## src/rtl/ad9122_cfg_seq.sv

```systemverilog
// ad9122_cfg_seq: buffers ARM register words and hands them one at a time to the AD9122 SPI engine.
// Define AD9122_INIT_TABLE_EN to replay a fixed power-up register table before serving the FIFO.
module ad9122_cfg_seq #(
   parameter int unsigned FIFO_DEPTH  = 4,
   parameter int unsigned TIMEOUT_CYC = 4096,
   parameter int unsigned GAP_CYC     = 4
) (
   input  logic        CLK,
   input  logic        RST,
   input  logic        ARM_WR,
   input  logic [15:0] ARM_DATA,
   output logic        ARM_FULL,
   input  logic        ERR_CLR,
   output logic        CONFIG_EN,
   output logic [15:0] CONFIG_DATA,
   input  logic        CONFIG_END,
   output logic        BUSY,
   output logic        INIT_DONE,
   output logic        OVF_ERR,
   output logic        TO_ERR
);

   localparam int unsigned AW = (FIFO_DEPTH > 1) ? $clog2(FIFO_DEPTH) : 1;
   localparam int unsigned CW = $clog2(FIFO_DEPTH + 1);
   localparam int unsigned TW = $clog2(TIMEOUT_CYC + 1);
   localparam logic [CW-1:0] FULL_CNT = CW'(FIFO_DEPTH);
   localparam logic [TW-1:0] TO_LAST  = TW'(TIMEOUT_CYC - 1);
   localparam logic [7:0]    GAP_LAST = 8'(GAP_CYC - 1);

`ifdef AD9122_INIT_TABLE_EN
   typedef enum logic [1:0] {StIdle, StIssue, StGap, StInit} state_e;

   function automatic logic [15:0] init_word(input logic [3:0] idx);
      case (idx)
         4'd0:    init_word = 16'h0020;
         4'd1:    init_word = 16'h0000;
         4'd2:    init_word = 16'h1048;
         4'd3:    init_word = 16'h1600;
         4'd4:    init_word = 16'h1705;
         4'd5:    init_word = 16'h1BE0;
         4'd6:    init_word = 16'h1C01;
         4'd7:    init_word = 16'h1D00;
         4'd8:    init_word = 16'h1E01;
         4'd9:    init_word = 16'h1803;
         4'd10:   init_word = 16'h1800;
         4'd11:   init_word = 16'h40FF;
         4'd12:   init_word = 16'h4103;
         4'd13:   init_word = 16'h44FF;
         4'd14:   init_word = 16'h4503;
         default: init_word = 16'h0000;
      endcase
   endfunction

   logic [3:0] idx_q, idx_d;
   logic       init_done_q, init_done_d;
`else
   typedef enum logic [1:0] {StIdle, StIssue, StGap} state_e;
`endif

   state_e        state_q, state_d;
   logic [15:0]   mem_q [FIFO_DEPTH];
   logic [AW-1:0] wr_ptr_q, rd_ptr_q;
   logic [CW-1:0] cnt_q;
   logic [TW-1:0] to_cnt_q, to_cnt_d;
   logic [7:0]    gap_cnt_q, gap_cnt_d;
   logic          en_q, en_d;
   logic [15:0]   data_q, data_d;
   logic          ovf_q, to_q;
   logic          pop, push, ovf_set, to_set;

   // A write into a full FIFO still lands when the FSM pops in the same cycle.
   assign ARM_FULL = (cnt_q == FULL_CNT);
   assign push     = ARM_WR && (!ARM_FULL || pop);
   assign ovf_set  = ARM_WR && ARM_FULL && !pop;

   always_ff @(posedge CLK) begin
      if (push) begin
         mem_q[wr_ptr_q] <= ARM_DATA;
      end
   end

   always_ff @(posedge CLK) begin
      if (RST) begin
         wr_ptr_q <= '0;
         rd_ptr_q <= '0;
         cnt_q    <= '0;
      end else begin
         if (push) wr_ptr_q <= wr_ptr_q + AW'(1);
         if (pop)  rd_ptr_q <= rd_ptr_q + AW'(1);
         if (push && !pop)      cnt_q <= cnt_q + CW'(1);
         else if (pop && !push) cnt_q <= cnt_q - CW'(1);
      end
   end

   always_comb begin
      state_d   = state_q;
      to_cnt_d  = to_cnt_q;
      gap_cnt_d = gap_cnt_q;
      en_d      = en_q;
      data_d    = data_q;
      pop       = 1'b0;
      to_set    = 1'b0;
`ifdef AD9122_INIT_TABLE_EN
      idx_d       = idx_q;
      init_done_d = init_done_q;
`endif
      unique case (state_q)
         StIdle: begin
            if (cnt_q != '0) begin
               pop      = 1'b1;
               data_d   = mem_q[rd_ptr_q];
               en_d     = 1'b1;
               to_cnt_d = '0;
               state_d  = StIssue;
            end
         end
         StIssue: begin
            // END on the final timeout cycle is still a clean completion.
            if (CONFIG_END) begin
               en_d      = 1'b0;
               gap_cnt_d = '0;
               state_d   = StGap;
            end else if (to_cnt_q == TO_LAST) begin
               en_d      = 1'b0;
               to_set    = 1'b1;
               gap_cnt_d = '0;
               state_d   = StGap;
            end else begin
               to_cnt_d = to_cnt_q + TW'(1);
            end
         end
         StGap: begin
            if (gap_cnt_q == GAP_LAST) begin
`ifdef AD9122_INIT_TABLE_EN
               if (idx_q == 4'd15) begin
                  init_done_d = 1'b1;
                  state_d     = StIdle;
               end else begin
                  state_d = StInit;
               end
`else
               state_d = StIdle;
`endif
            end else begin
               gap_cnt_d = gap_cnt_q + 8'd1;
            end
         end
`ifdef AD9122_INIT_TABLE_EN
         StInit: begin
            data_d   = init_word(idx_q);
            en_d     = 1'b1;
            to_cnt_d = '0;
            idx_d    = idx_q + 4'd1;
            state_d  = StIssue;
         end
`endif
         default: state_d = StIdle;
      endcase
   end

   always_ff @(posedge CLK) begin
      if (RST) begin
`ifdef AD9122_INIT_TABLE_EN
         state_q     <= StInit;
         idx_q       <= '0;
         init_done_q <= 1'b0;
`else
         state_q     <= StIdle;
`endif
         to_cnt_q  <= '0;
         gap_cnt_q <= '0;
         en_q      <= 1'b0;
         data_q    <= 16'h0000;
         ovf_q     <= 1'b0;
         to_q      <= 1'b0;
      end else begin
`ifdef AD9122_INIT_TABLE_EN
         idx_q       <= idx_d;
         init_done_q <= init_done_d;
`endif
         state_q   <= state_d;
         to_cnt_q  <= to_cnt_d;
         gap_cnt_q <= gap_cnt_d;
         en_q      <= en_d;
         data_q    <= data_d;
         // A new error in the clearing cycle keeps the flag set.
         ovf_q     <= ovf_set ? 1'b1 : (ERR_CLR ? 1'b0 : ovf_q);
         to_q      <= to_set  ? 1'b1 : (ERR_CLR ? 1'b0 : to_q);
      end
   end

   assign CONFIG_EN   = en_q;
   assign CONFIG_DATA = data_q;
   assign OVF_ERR     = ovf_q;
   assign TO_ERR      = to_q;
   assign BUSY        = (state_q != StIdle) || (cnt_q != '0);
`ifdef AD9122_INIT_TABLE_EN
   assign INIT_DONE   = init_done_q;
`else
   assign INIT_DONE   = 1'b1;
`endif

endmodule

```

## config.mk

```make
export PLATFORM = sky130hd
export DESIGN_NAME = ad9122_cfg_seq
export DESIGN_NICKNAME = d
export VERILOG_FILES = /design/src/rtl/ad9122_cfg_seq.sv
export SDC_FILE = /design/constraint.sdc
export NUM_CORES = 1
export LEC_CHECK = 0
export BUFFER_PORTS_ARGS = -buffer_cell sky130_fd_sc_hd__buf_2
export CORE_ASPECT_RATIO = 0.6
export CORE_MARGIN = 8
export CORE_UTILIZATION = 58
export CTS_BUF_LIST = sky130_fd_sc_hd__clkbuf_4 sky130_fd_sc_hd__clkbuf_8 sky130_fd_sc_hd__clkbuf_16
export DETAILED_ROUTE_END_ITERATION = 8
export PLACE_DENSITY_LB_ADDON = 0.25
export SYNTH_ARGS = -nofsm -noshare
export SYNTH_HDL_FRONTEND = slang
export SYNTH_SLANG_ARGS = --single-unit
```

## constraint.sdc

```tcl
create_clock -name CLK -period 2.9 [get_ports CLK]
set_input_delay 0.145 -clock CLK [delete_from_list [all_inputs] [get_ports CLK]]
set_output_delay 0.145 -clock CLK [all_outputs]
set_load 0.02 [all_outputs]
```

==> results.sh <==
export IMPL_status="completed"
export IMPL_grt_pass1_vias=3220
export IMPL_p_per_area_mw_per_mm2=929.6
export IMPL_grt_usage=0.1937
export IMPL_fin_crit_sh=0.8539
export IMPL_finalClockSkew_ns=0.01759
export IMPL_cp_cell_sequence="nor2_1 -> o21a_1 -> ha_1 -> inv_1 -> fa_1 -> xor2_1 -> or3_1 -> a21oi_1"
export IMPL_synth_edf_count=64
export IMPL_placed_cells=503
export IMPL_n_antenna_cell=0
export IMPL_fin_hold_ws_ns=0.03997
export IMPL_clk_latency_ns=0.42
export IMPL_tritoncts="done"
export IMPL_syn_inst=364
export IMPL_period_needed_ns=2.476
export IMPL_crit_arrival_ns=2.80
export IMPL_antenna_found_initial=0
export IMPL_design_die_area_mm2=0.01121
export IMPL_gr_total_overflow=0
export IMPL_cts_buffer_depth=2
export IMPL_worstSetupPathType="reg -> reg"
export IMPL_routedWlPerCell_um=18.72
export IMPL_drtIter0Drc=342
export IMPL_synth_mux_area_frac=0.08635
export IMPL_dp_worst_setup_slack_ns=0.5696
export IMPL_nNetsFinal=460
export IMPL_grt_max_degree=38
export IMPL_setup_slack_ns=0.4238
export IMPL_final_util=0.7290
export IMPL_relSlewSlack=0.4281
export IMPL_synth_warning_count=0
export IMPL_critPathCaptureType="register"
export IMPL_synth_area_mm2=0.004637
export IMPL_worstSetupStartpointType="register"
export IMPL_num_vias=3215
export IMPL_reg2reg_from="state_q[1]$_SDFFE_PP0P_"
export IMPL_cts_sinks=113
export IMPL_die_height_um=85.26
export IMPL_ff2ff_path_depth=8
export IMPL_synthXorXnorAreaFrac=0.009444
export IMPL_critical_path_startpoint="state_q[1]$_SDFFE_PP0P_"
export IMPL_synth_ff_type="edfxtp_1"
export IMPL_drt_first_pass_iters=7
export IMPL_ys_ff_latch=113
export IMPL_root_buffer="clkbuf_16"
export IMPL_coreArea_mm2=0.007820
export IMPL_worstSetupEndpoint="cnt_q[2]$_SDFFE_PP0P_"
export IMPL_r2r_end="cnt_q[2]$_SDFFE_PP0P_"
export IMPL_hold_violations=0
export IMPL_htreeDepth=4
export IMPL_start_util=0.5930
export IMPL_routabilityCongestion=0.8266
export IMPL_grt_pass1_wl_um=16750
export IMPL_rsz0062_at_grt="false"
export IMPL_fp_dieW_um=131.4
export IMPL_fmax_mhz=403.8
export IMPL_drive_above_1_share=0.2235
export IMPL_drc=0
export IMPL_worst_path_max_delay_cell="dfxtp_1"
export IMPL_instances_no_fill=551
export IMPL_avgViaCountPerCell=5.835
export IMPL_worst_path_largest_cell_delay_ns=0.37
export IMPL_synth_simple_gate_area_frac=0.1368
export IMPL_drt_total_wl_um=10310
export IMPL_hpwl_um=6356
export IMPL_drv_slew=0
export IMPL_finalSetupViolCount=0
export IMPL_drv_cap=0
export IMPL_pin_count=43
export IMPL_cts_buffers=17
export IMPL_rows=25
export IMPL_synth_avg_cell_area_um2=12.74
export IMPL_async_flop_share=0
export IMPL_worstPathMaxFanout=7
export IMPL_synth_top_family_by_area="simple AND/OR/NAND/NOR gates"
export IMPL_ys_types=49
export IMPL_syn_num_nets=393
export IMPL_port_buffers=41
export IMPL_synth_compound_area_frac=0.08797
export IMPL_required_ns=3.22
export IMPL_worst_slew_pin_slew_ns=0.8567
export IMPL_synthAdderAreaFrac=0.02321
export IMPL_total_leakage_power_uw=0.002029
export IMPL_reg2reg_slack_ns=0.42
export IMPL_yosysSeqAreaShare=0.6260
export IMPL_postCtsSetupBuffers=0
export IMPL_peakVddDrop_mv=0.6418
export IMPL_tns_ns=0
export IMPL_path_clk_slew_ns=0.05
export IMPL_hold_class="in -> reg"
export IMPL_area_growth_syn_to_layout_pct=22.94
export IMPL_ant_nets=0
## layout by cell type, fill, tap and decap left out, types with 2 or more instances in the layout
cell           instances
a31oi_1                5
or4_1                  4
clkinv_2               5
bufinv_16              3
clkinvlp_4             3
or3_1                 12
and4_1                 2
a21oi_1               26
mux2i_1                4
nor4_1                 2
o31ai_1                4
nor3_1                 6
nor2_1                17
o21ai_0                6
nand2_1               39
buf_2                 41
xor2_1                 3
clkbuf_16             17
ha_1                   7
dfxtp_1               49
inv_1                 13
mux4_2                16
buf_4                  7
dlygate4sd3_1         17
o211ai_1              14
nand3_1               13
edfxtp_1              64
and2_1                 7
o21a_1                 3
nor2b_1                2
xnor2_1                2
nand4_1                8
## power by group
group	leakage (uW)	switching [uW]	internal, uW
logic	0.000757	724	462
clock network	0.000285	702	1360
registers	0.000987	154	1900
total	0.00203	1580	3720
## state kept, by name, summed over array words and instances, names as in the netlist
register,cells
to_cnt_q,13
cnt_q,3
state_q,2
OVF_ERR,1
wr_ptr_q,2
gap_cnt_q,8
mem_q,64
rd_ptr_q,2
CONFIG_EN,1
TO_ERR,1
CONFIG_DATA,16
## metrics by stage
step           total power (uW)  instance area (um2)
6_report                   5299                 5700
3_5_place_dp               3233                 4942
5_1_grt                    5545                 5700
3_3_place_gp               3185                 4942
2_1_floorplan              2849                 4637
4_1_cts                    5317                 5700
## Yosys cell counts, drive strengths merged (4+ instances only)
| master | number | area, um2 |
|---|---|---|
| nand4 | 8 | 50.05 |
| nor3 | 7 | 40.04 |
| o31ai | 4 | 30.03 |
| o21ai | 8 | 43.79 |
| a31oi | 5 | 31.28 |
| inv | 13 | 48.80 |
| nand2 | 39 | 146.4 |
| mux4 | 16 | 360.4 |
| buf | 8 | 53.80 |
| nor2 | 17 | 63.81 |
| or3 | 12 | 75.07 |
| and2 | 7 | 43.79 |
| o211ai | 14 | 105.1 |
| edfxtp | 64 | 1922 |
| clkbuf | 9 | 33.78 |
| dfxtp | 49 | 980.9 |
| nand3 | 13 | 65.06 |
| ha | 7 | 87.58 |
| mux2i | 4 | 40.04 |
| a21oi | 26 | 130.1 |
| or4 | 4 | 30.03 |
## cells by family (layout without fill, tap and decap cells)
group | after synthesis | after routing
AO/OA/AOI/OAI | 65 | 65
buffers and inverters | 30 | 109
other | 1 | 1
multiplexers | 20 | 20
AND/OR/NAND/NOR | 122 | 122
XOR/XNOR | 5 | 5
flip-flops | 113 | 113
adder cells (fa/ha/maj) | 8 | 8
## repair_timing
action                                 4_1_cts  5_1_grt
resized for setup                            0        0
endpoints found under the hold margin       65        0
hold buffers                                17        0
## routing by layer
layer  vias up  wire, um  track usage
met1      1554      4556       0.2412
met3        20       700      0.07134
met2       135      4850       0.2989
met4         0       206      0.08497
li1       1506         -            -
met5         -         0            0
## final cells by class
cell class | instances | area (um2)
clock buffer | 19 | 446.7
clock inverter | 12 | 141.4
fill | 520 | 2120
inverter | 13 | 48.80
multi-input combinational | 221 | 1598
sequential | 113 | 2903
tap | 108 | 135.1
timing repair buffer | 65 | 427.9
## worst max-delay path, delay by kind of cell, from the launching register on
kind | cells | cell delay [ns]
flops | 1 | 0.37
simple gates | 2 | 0.68
compound gates | 2 | 0.52
fa+ha+maj | 2 | 0.59
xor+xnor | 1 | 0.16
buf+inv | 1 | 0.06
## worst min path at each step
stage | from | to | slack [ns] | cells past startpoint
after floorplan | ARM_DATA[0] | mem_q[0][0]$_DFFE_PP_ | 0.24 | 0
after global placement | ARM_DATA[4] | mem_q[2][4]$_DFFE_PP_ | 0.36 | 1
after detailed placement | ARM_DATA[11] | mem_q[3][11]$_DFFE_PP_ | 0.37 | 1
after CTS | ERR_CLR | TO_ERR$_SDFFE_PP0P_ | 0.01 | 3
after global routing | ERR_CLR | TO_ERR$_SDFFE_PP0P_ | 0.03 | 3
final | ERR_CLR | TO_ERR$_SDFFE_PP0P_ | 0.04 | 3
Power figures use the tool's default switching activity.
